[config.mk]
export PLATFORM = sky130hd
export DESIGN_NAME = mem_stage
export DESIGN_NICKNAME = d
export VERILOG_FILES = /design/src/rtl/mem_pkg.sv /design/src/rtl/mem_align.sv /design/src/rtl/mem_stage.sv
export SDC_FILE = /design/constraint.sdc
export NUM_CORES = 1
export LEC_CHECK = 0
export CAP_MARGIN = 30
export CORE_MARGIN = 1
export CORE_UTILIZATION = 49
export CTS_CLUSTER_DIAMETER = 150
export DETAILED_ROUTE_END_ITERATION = 6
export PLACE_DENSITY = 0.86
export SLEW_MARGIN = 20
export SYNTH_ARGS = -nofsm -noshare
export SYNTH_HDL_FRONTEND = slang
export SYNTH_SLANG_ARGS = --single-unit
[constraint.sdc]
create_clock -name clock -period 7.3 [get_ports clock]
set_input_delay 0.73 -clock clock [delete_from_list [all_inputs] [get_ports clock]]
set_output_delay 0.73 -clock clock [all_outputs]
set_load 0.01 [all_outputs]
[src/rtl/mem_pkg.sv]
// Shared definitions for the memory stage: FSM state encoding, byte-enable
// patterns and the default access timeout.
package mem_pkg;

   typedef enum logic {
      IDLE = 1'b0,
      BUSY = 1'b1
   } state_e;

   localparam logic [3:0] BE_WORD = 4'b1111;
   localparam logic [3:0] BE_B0   = 4'b0001;
   localparam logic [3:0] BE_B1   = 4'b0010;
   localparam logic [3:0] BE_B2   = 4'b0100;
   localparam logic [3:0] BE_B3   = 4'b1000;

   localparam int TIMEOUT_DEF = 16;

endpackage

[src/rtl/mem_align.sv]
// Lane steering for the data-memory port (purely combinational).
//   Store side: st_word_i/st_off_i/st_data_i -> st_be_o, st_wdata_o
//               (word: all lanes; byte: one lane, data replicated 4x).
//   Load side : ld_word_i/ld_off_i/ld_rdata_i -> ld_data_o
//               (word: passthrough; byte: selected lane zero-extended).
module mem_align
   import mem_pkg::*;
(
   input  logic        st_word_i,
   input  logic [1:0]  st_off_i,
   input  logic [31:0] st_data_i,
   output logic [3:0]  st_be_o,
   output logic [31:0] st_wdata_o,
   input  logic        ld_word_i,
   input  logic [1:0]  ld_off_i,
   input  logic [31:0] ld_rdata_i,
   output logic [31:0] ld_data_o
);

   always_comb begin
      st_be_o    = BE_WORD;
      st_wdata_o = st_data_i;
      if (!st_word_i) begin
         unique case (st_off_i)
            2'd0: st_be_o = BE_B0;
            2'd1: st_be_o = BE_B1;
            2'd2: st_be_o = BE_B2;
            2'd3: st_be_o = BE_B3;
         endcase
         // Replicating the byte lets memory pick it up on whichever lane is enabled.
         st_wdata_o = {4{st_data_i[7:0]}};
      end
   end

   always_comb begin
      ld_data_o = ld_rdata_i;
      if (!ld_word_i) begin
         ld_data_o = '0;
         unique case (ld_off_i)
            2'd0: ld_data_o[7:0] = ld_rdata_i[7:0];
            2'd1: ld_data_o[7:0] = ld_rdata_i[15:8];
            2'd2: ld_data_o[7:0] = ld_rdata_i[23:16];
            2'd3: ld_data_o[7:0] = ld_rdata_i[31:24];
         endcase
      end
   end

endmodule

[src/rtl/mem_stage.sv]
// MEM pipeline stage: consumes EX/MEM fields, runs data-memory accesses over
// a req/ack handshake and drives the MEM/WB register.
//   EX/MEM in : memRead, memWrite, word, memToReg, regWrite, result, readData2, rd
//   Upstream  : stall (high while an access is outstanding)
//   Memory    : mem_req, mem_we, mem_addr, mem_be, mem_wdata / mem_ack, mem_rdata
//   MEM/WB out: wb_regWrite, wb_memToReg, wb_rd, wb_result, wb_readData
//   err       : one-cycle pulse on misaligned access or timeout abort
module mem_stage
   import mem_pkg::*;
#(
   parameter int MEM_AW  = 10,
   parameter int TIMEOUT = TIMEOUT_DEF
) (
   input  logic              clock,
   input  logic              reset,
   input  logic              memRead,
   input  logic              memWrite,
   input  logic              word,
   input  logic              memToReg,
   input  logic              regWrite,
   input  logic [31:0]       result,
   input  logic [31:0]       readData2,
   input  logic [4:0]        rd,
   output logic              stall,
   output logic              mem_req,
   output logic              mem_we,
   output logic [MEM_AW-1:0] mem_addr,
   output logic [3:0]        mem_be,
   output logic [31:0]       mem_wdata,
   input  logic              mem_ack,
   input  logic [31:0]       mem_rdata,
   output logic              wb_regWrite,
   output logic              wb_memToReg,
   output logic [4:0]        wb_rd,
   output logic [31:0]       wb_result,
   output logic [31:0]       wb_readData,
   output logic              err
);

   // Wide enough to hold TIMEOUT-1 for any TIMEOUT >= 1.
   localparam int CW = $clog2(TIMEOUT + 1);

   state_e        state_q, state_d;
   logic [CW-1:0] cnt_q, cnt_d;

   // Holding registers for the access in flight.
   logic          we_q, we_d;
   logic          hword_q, hword_d;
   logic [3:0]    be_q, be_d;
   logic [31:0]   wdata_q, wdata_d;
   logic [4:0]    hrd_q, hrd_d;
   logic          hm2r_q, hm2r_d;
   logic          hrw_q, hrw_d;
   logic [31:0]   hres_q, hres_d;

   // MEM/WB register.
   logic          wb_rw_q, wb_rw_d;
   logic          wb_m2r_q, wb_m2r_d;
   logic [4:0]    wb_rd_q, wb_rd_d;
   logic [31:0]   wb_res_q, wb_res_d;
   logic [31:0]   wb_rdata_q, wb_rdata_d;
   logic          err_q, err_d;

   logic [3:0]    st_be;
   logic [31:0]   st_wdata;
   logic [31:0]   ld_data;
   logic          access, misaligned;

   mem_align u_align (
      .st_word_i  (word),
      .st_off_i   (result[1:0]),
      .st_data_i  (readData2),
      .st_be_o    (st_be),
      .st_wdata_o (st_wdata),
      .ld_word_i  (hword_q),
      .ld_off_i   (hres_q[1:0]),
      .ld_rdata_i (mem_rdata),
      .ld_data_o  (ld_data)
   );

   assign access     = memRead | memWrite;
   assign misaligned = word & (result[1:0] != 2'b00);

   always_comb begin
      state_d    = state_q;
      cnt_d      = cnt_q;
      we_d       = we_q;
      hword_d    = hword_q;
      be_d       = be_q;
      wdata_d    = wdata_q;
      hrd_d      = hrd_q;
      hm2r_d     = hm2r_q;
      hrw_d      = hrw_q;
      hres_d     = hres_q;
      wb_rw_d    = wb_rw_q;
      wb_m2r_d   = wb_m2r_q;
      wb_rd_d    = wb_rd_q;
      wb_res_d   = wb_res_q;
      wb_rdata_d = wb_rdata_q;
      err_d      = 1'b0;

      unique case (state_q)
         IDLE: begin
            if (!access || misaligned) begin
               // Passthrough, or a killed access that retires without writeback.
               wb_rw_d    = regWrite & ~access;
               wb_m2r_d   = memToReg;
               wb_rd_d    = rd;
               wb_res_d   = result;
               wb_rdata_d = '0;
               err_d      = access;
            end else begin
               // memWrite wins when both request bits are set.
               we_d    = memWrite;
               hword_d = word;
               be_d    = st_be;
               wdata_d = st_wdata;
               hrd_d   = rd;
               hm2r_d  = memToReg;
               hrw_d   = regWrite;
               hres_d  = result;
               cnt_d   = '0;
               wb_rw_d = 1'b0;
               state_d = BUSY;
            end
         end
         BUSY: begin
            wb_rw_d = 1'b0;
            if (mem_ack) begin
               // Ack has priority over a coincident timeout.
               wb_rw_d    = hrw_q;
               wb_m2r_d   = hm2r_q;
               wb_rd_d    = hrd_q;
               wb_res_d   = hres_q;
               wb_rdata_d = we_q ? 32'd0 : ld_data;
               state_d    = IDLE;
            end else if (cnt_q == CW'(TIMEOUT - 1)) begin
               err_d   = 1'b1;
               state_d = IDLE;
            end else begin
               cnt_d = cnt_q + CW'(1);
            end
         end
      endcase
   end

   always_ff @(posedge clock or posedge reset) begin
      if (reset) begin
         state_q    <= IDLE;
         cnt_q      <= '0;
         we_q       <= 1'b0;
         hword_q    <= 1'b0;
         be_q       <= '0;
         wdata_q    <= '0;
         hrd_q      <= '0;
         hm2r_q     <= 1'b0;
         hrw_q      <= 1'b0;
         hres_q     <= '0;
         wb_rw_q    <= 1'b0;
         wb_m2r_q   <= 1'b0;
         wb_rd_q    <= '0;
         wb_res_q   <= '0;
         wb_rdata_q <= '0;
         err_q      <= 1'b0;
      end else begin
         state_q    <= state_d;
         cnt_q      <= cnt_d;
         we_q       <= we_d;
         hword_q    <= hword_d;
         be_q       <= be_d;
         wdata_q    <= wdata_d;
         hrd_q      <= hrd_d;
         hm2r_q     <= hm2r_d;
         hrw_q      <= hrw_d;
         hres_q     <= hres_d;
         wb_rw_q    <= wb_rw_d;
         wb_m2r_q   <= wb_m2r_d;
         wb_rd_q    <= wb_rd_d;
         wb_res_q   <= wb_res_d;
         wb_rdata_q <= wb_rdata_d;
         err_q      <= err_d;
      end
   end

   assign stall       = (state_q == BUSY);
   assign mem_req     = (state_q == BUSY);
   assign mem_we      = we_q;
   assign mem_addr    = hres_q[MEM_AW+1:2];
   assign mem_be      = be_q;
   assign mem_wdata   = wdata_q;
   assign wb_regWrite = wb_rw_q;
   assign wb_memToReg = wb_m2r_q;
   assign wb_rd       = wb_rd_q;
   assign wb_result   = wb_res_q;
   assign wb_readData = wb_rdata_q;
   assign err         = err_q;

endmodule

; Word level (Yosys, flattened, before mapping)
; Cells that the tools add are included.
; W data, S select, Z words.
[word_totals]
elab_cells = 76
memories = 0
reg_bits = 155
output_inout_bits = 121
mem_bits_rw = 0
romBits = 0
inputBits = 109
latchBits = 0
[op_classes]
reduce_logical = 8
mux = 33
mul = 0
n_shift = 0
magnitude_cmp = 0
n_div = 0
n_eq_ne = 12
add_sub_neg = 1
n_bitwise = 6
[op_table]
columns = cell, count
row1 = $mux W32, 7
row2 = $pmux W32 S2, 2
row3 = $pmux W8 S4, 1
row4 = $mux W5, 5
row5 = $pmux W5 S2, 2
row6 = $pmux W4 S4, 1
row7 = $mux W1, 10
row8 = $ne A2 B2 Y1 const B, 5
row9 = $eq A2 B2 Y1 const B, 4
row10 = $pmux W1 S2, 4
row11 = $add A5 B1 Y5 const B, 1
row12 = $eq A5 B4 Y1 const B, 1
row13 = $eq A2 B1 Y1 const B, 2
row14 = $logic_not A2 Y1, 2
row15 = $mux W4, 1
row16 = $reduce_and A2 Y1, 2
row17 = $not A1 Y1, 3
row18 = $reduce_and A3 Y1, 1
row19 = $and A1 B1 Y1, 2
row20 = $reduce_bool A2 Y1, 1
row21 = $logic_not A1 Y1, 1
row22 = $logic_or A1 B1 Y1, 1
row23 = $or A1 B1 Y1, 1

; Logic depth before layout (Yosys ltp)
[logic_depth]
depth_word = 6
ltp_mapped = 6
ltp_nobuf = 6

; Modules after synthesis
; Synthesis repeated with hierarchy kept, for this count alone.
[unflattened]
cells_unflattened = 553
area_unflattened_um2 = 7208.2
[by_module_without_submodules]
columns = mod, area_per_inst_um2, cells_per_inst, seq_area_each_um2, n_inst
row1 = mem_stage, 6426.2, 422, 3878.7, 1
row2 = mem_align, 782.0, 131, 0.0, 1

; Worst setup path after synthesis
; OpenSTA, ideal clock, no wires.
[synth_timing]
path_kind = input -> register
start = input port result[0]
end = register hres_q[10]
path_buffers = 3
t_arrival_ps = 1879
required_time_ps = 7175
setup_time_ps = 125
setup_slack_ps = 5296
path_stages = 6
cell_sequence = buf_2 -> o21ai_2 -> and2_1 -> buf_2 -> buf_4 -> mux2_2
[synth_between]
elab_chain_len = 5
[synth_rtl]
columns = element, line
row1 = from (decl), mem_stage.sv:21  ; input logic [31:0] result,
row2 = $reduce_bool A2 Y1, mem_stage.sv:82  ; assign misaligned = word & (result[1:0] != 2'b00);
row3 = $and A1 B1 Y1, mem_stage.sv:82
row4 = $logic_or A1 B1 Y1, mem_stage.sv:104  ; if (!access || misaligned) begin
row5 = $not A1 Y1 (no source line), n/a
row6 = $reduce_and A2 Y1 (no source line), n/a
row7 = to (signal assigned), mem_stage.sv:175  ; hres_q <= hres_d;
row8 = to (decl), mem_stage.sv:54  ; logic [31:0] hres_q, hres_d;
; Every way passes these cells.
; A chain may end at the register's enable or synchronous reset.

; Worst setup path in the final report
[layout_timing]
start = input port word
end = register wb_rd_q[3] (netlist: wb_rd[3])
[layout_between]
elab_chain_len = 4
[layout_rtl]
columns = element, line
row1 = from (decl), mem_stage.sv:18  ; input logic word,
row2 = $and A1 B1 Y1, mem_stage.sv:82
row3 = $logic_or A1 B1 Y1, mem_stage.sv:104
row4 = $ne A2 B2 Y1 (no source line), n/a
row5 = $reduce_and A2 Y1 (no source line), n/a
row6 = to (signal assigned), mem_stage.sv:178  ; wb_rd_q <= wb_rd_d;
row7 = to (decl), mem_stage.sv:59  ; logic [4:0] wb_rd_q, wb_rd_d;
; Every way passes these cells.

==> results.cfg <==
[run_status]
status = finished clean

[timing]
finalCriticalPeriod_ps = 2820
finalSetupTns_ps = 0
rsz0062_at_grt = no
timing.final.crit_share = 0.386
slew_headroom = 0.422
fin_ws_ps = 4480
fmax_mhz = 354
skew_ps = 5.14
setup_violations = 0
worst_pin_slew_ps = 867
slew_violations = 0
hold_viol_final = 0

[die]
dieWidth_um = 119
die_h_um = 119
start_util = 0.503
core_mm2 = 0.0133
die_area_mm2 = 0.0141
ios = 230
rows = 42

[routing]
wl_um = 16200
wl_met1_um = 6910
drc = 0
drt-pass1-iter-count = 4
viasPerCell = 5.48
routed.top_layer = met4
ant_nets = 0
dr_wl_met2_um = 7990
wire_per_inst_um = 18.7
num_vias = 4747
drt_first_iter_violations = 281
route.met3.wl_um = 948

[synth]
async_flop_share = 1.00
yosysSeqAreaShare = 0.580
synth_flop_cell = dfrtp_1
ys_types = 39
yosysWarnings = 0
synthCells = 468
synth-edff-count = 0
syn_nets = 579
ys_seq_elements = 155
synth_area_mm2 = 0.00669
postSynthAreaPerCell_um2 = 14.3

[power]
power.density_mw_per_mm2 = 319
leakage_nw = 4.02
finalPower_mw = 3.09
peakVddDrop_v = 0.000187

[clock_tree]
cts_hold_buf = 0
cts.sinks = 155
h-tree-depth = 4
clockBufferDepth = 2
cts_tree = built
root_buffer = clkbuf_16
insertion_delay_ps = 410
post_cts_resize_count = 0
numCtsBuffers = 17
cts_setup_buffers = 0
clk_pin_slew_ps = 60

[critical_path]
reg2reg_depth = 5
start_kind = primary input
critPathMaxFanout = 27
slowest_stage = clkdlybuf4s50_1
end_kind = flop
slowest_delay_ps = 840
cp_data_arrival_time_ps = 3110
crit_chain = clkdlybuf4s50_1, o21ai_2, a21oi_4, buf_4, mux2_2
critPathKind = in -> reg
required_ps = 7590

[place]
dpl.cell_count = 835
hpwl_um = 11500
routabilityCongestion = 0.811
pre_cts_ws_ps = 4030
port_buffers = 229

[final_layout]
area_growth_pct = 44.7
regArea_mm2 = 0.00388
antenna_cells = 0
multi_input_area_mm2 = 0.00256
nets = 791
fill_cells = 889
drive_gt1_frac = 0.255
fin_cells = 866

[hold_path]
worstHoldPathCells = 1
hold_path_class = reg -> reg

[global_route]
antenna_found_initial = 0
grt_pass1_vias = 5035
grt_usage = 0.242
grt_max_degree = 101
grt.overflow.total = 0
grt_pass1_wl_um = 26500

[run]
cap_viol_max_count = 0
==> state kept, by name, summed over array words and instances, names as in the netlist, 4 cells and up <==
| name | flops |
|---|---|
| hres_q | 32 |
| mem_wdata | 32 |
| wb_readData | 32 |
| wb_result | 32 |
| cnt_q | 5 |
| hrd_q | 5 |
| wb_rd | 5 |
| mem_be | 4 |
==> cells in the mapped netlist, types with 2 or more instances <==
library cell / number / area (µm²)
buf_4: 14 / 105
buf_2: 22 / 110
ha_1: 2 / 25.0
nand3_1: 2 / 10.0
nand2_1: 5 / 18.8
a21o_1: 2 / 15.0
o21ba_2: 2 / 20.0
nor3b_1: 9 / 67.6
nor2_1: 4 / 15.0
a22o_1: 23 / 201
inv_1: 2 / 7.51
buf_1: 3 / 11.3
and4b_1: 2 / 20.0
o31ai_1: 3 / 22.5
clkbuf_1: 6 / 22.5
o21ai_0: 15 / 75.1
a221o_1: 24 / 240
mux2_1: 7 / 78.8
or3b_2: 2 / 17.5
o2bb2ai_1: 8 / 70.1
o22ai_1: 8 / 50.1
xnor2_1: 4 / 35.0
dfrtp_1: 155 / 3880
mux2_2: 126 / 1420
a21oi_1: 4 / 20.0
==> critical path: cells and delay by family <==
family                 cells  cell delay, ps
multiplexers               1             390
AO/OA/AOI/OAI              2             690
buffers and inverters      2            1270
==> kinds of logic after synthesis <==
group	count (synthesis)	synth area share
flops	155	0.580
mux	133	0.224
compound gates	92	0.112
buf+inv	47	0.0384
simple gates	35	0.0367
xor+xnor	4	0.00524
fa+ha+maj	2	0.00374
==> final cells by class <==
cell class / instances / share of cell area
clock inverter: 9 / 0.0101
clock buffer: 20 / 0.0482
multi-input combinational: 266 / 0.265
sequential: 155 / 0.401
tap: 176 / 0.0228
inverter: 2 / 0.00129
timing repair buffer: 238 / 0.252
==> final timing paths <==
check / end / start / slack (ps)
max: wb_rd[3] / word / 4480
min reg2reg: wb_readData[6] / wb_readData[6] / 490
max reg2reg: wb_rd[3] / mem_req / 4770
min in group asynchronous: wb_memToReg / reset / 680
min: wb_readData[6] / wb_readData[6] / 490
max in group asynchronous: mem_req / reset / 5220
==> power breakdown <==
part | internal, mW | leakage [nW] | switching (mW)
sequential | 1.09 | 1.91 | 0.139
combinational | 0.625 | 1.83 | 0.388
clock | 0.520 | 0.283 | 0.324
total | 2.23 | 4.02 | 0.851
==> per-layer routing <==
metal / vias to the layer above / global-route usage
met2: 181 / 0.397
met3: 27 / 0.0556
met4: 0 / 0.0886
met5: - / 0
met1: 2368 / 0.316
li1: 2171 / -
==> cells in the final DEF (no fill, tap or decap), types with 3 or more instances in the layout <==
master,count
buf_16,3
o31ai_1,3
clkbuf_16,17
clkinv_2,6
dfrtp_1,154
mux2_1,7
o21ai_0,15
nor2_1,4
nor3b_1,9
nand2_1,5
clkbuf_8,3
xnor2_1,4
clkdlybuf4s50_1,229
buf_4,4
mux2_2,126
o2bb2ai_1,8
o22ai_1,8
a221o_1,24
a21oi_1,3
a22o_1,23
==> per-stage QoR <==
stage	area, µm²	util	hold WS, ps
6_report	9680	0.728	488
3_5_place_dp	9070	0.682	475
3_3_place_gp	9000	0.677	463
5_1_grt	9680	0.728	511
4_1_cts	9630	0.725	492
2_1_floorplan	6690	-	452
Note: power is estimated with default switching activity, not from simulation.
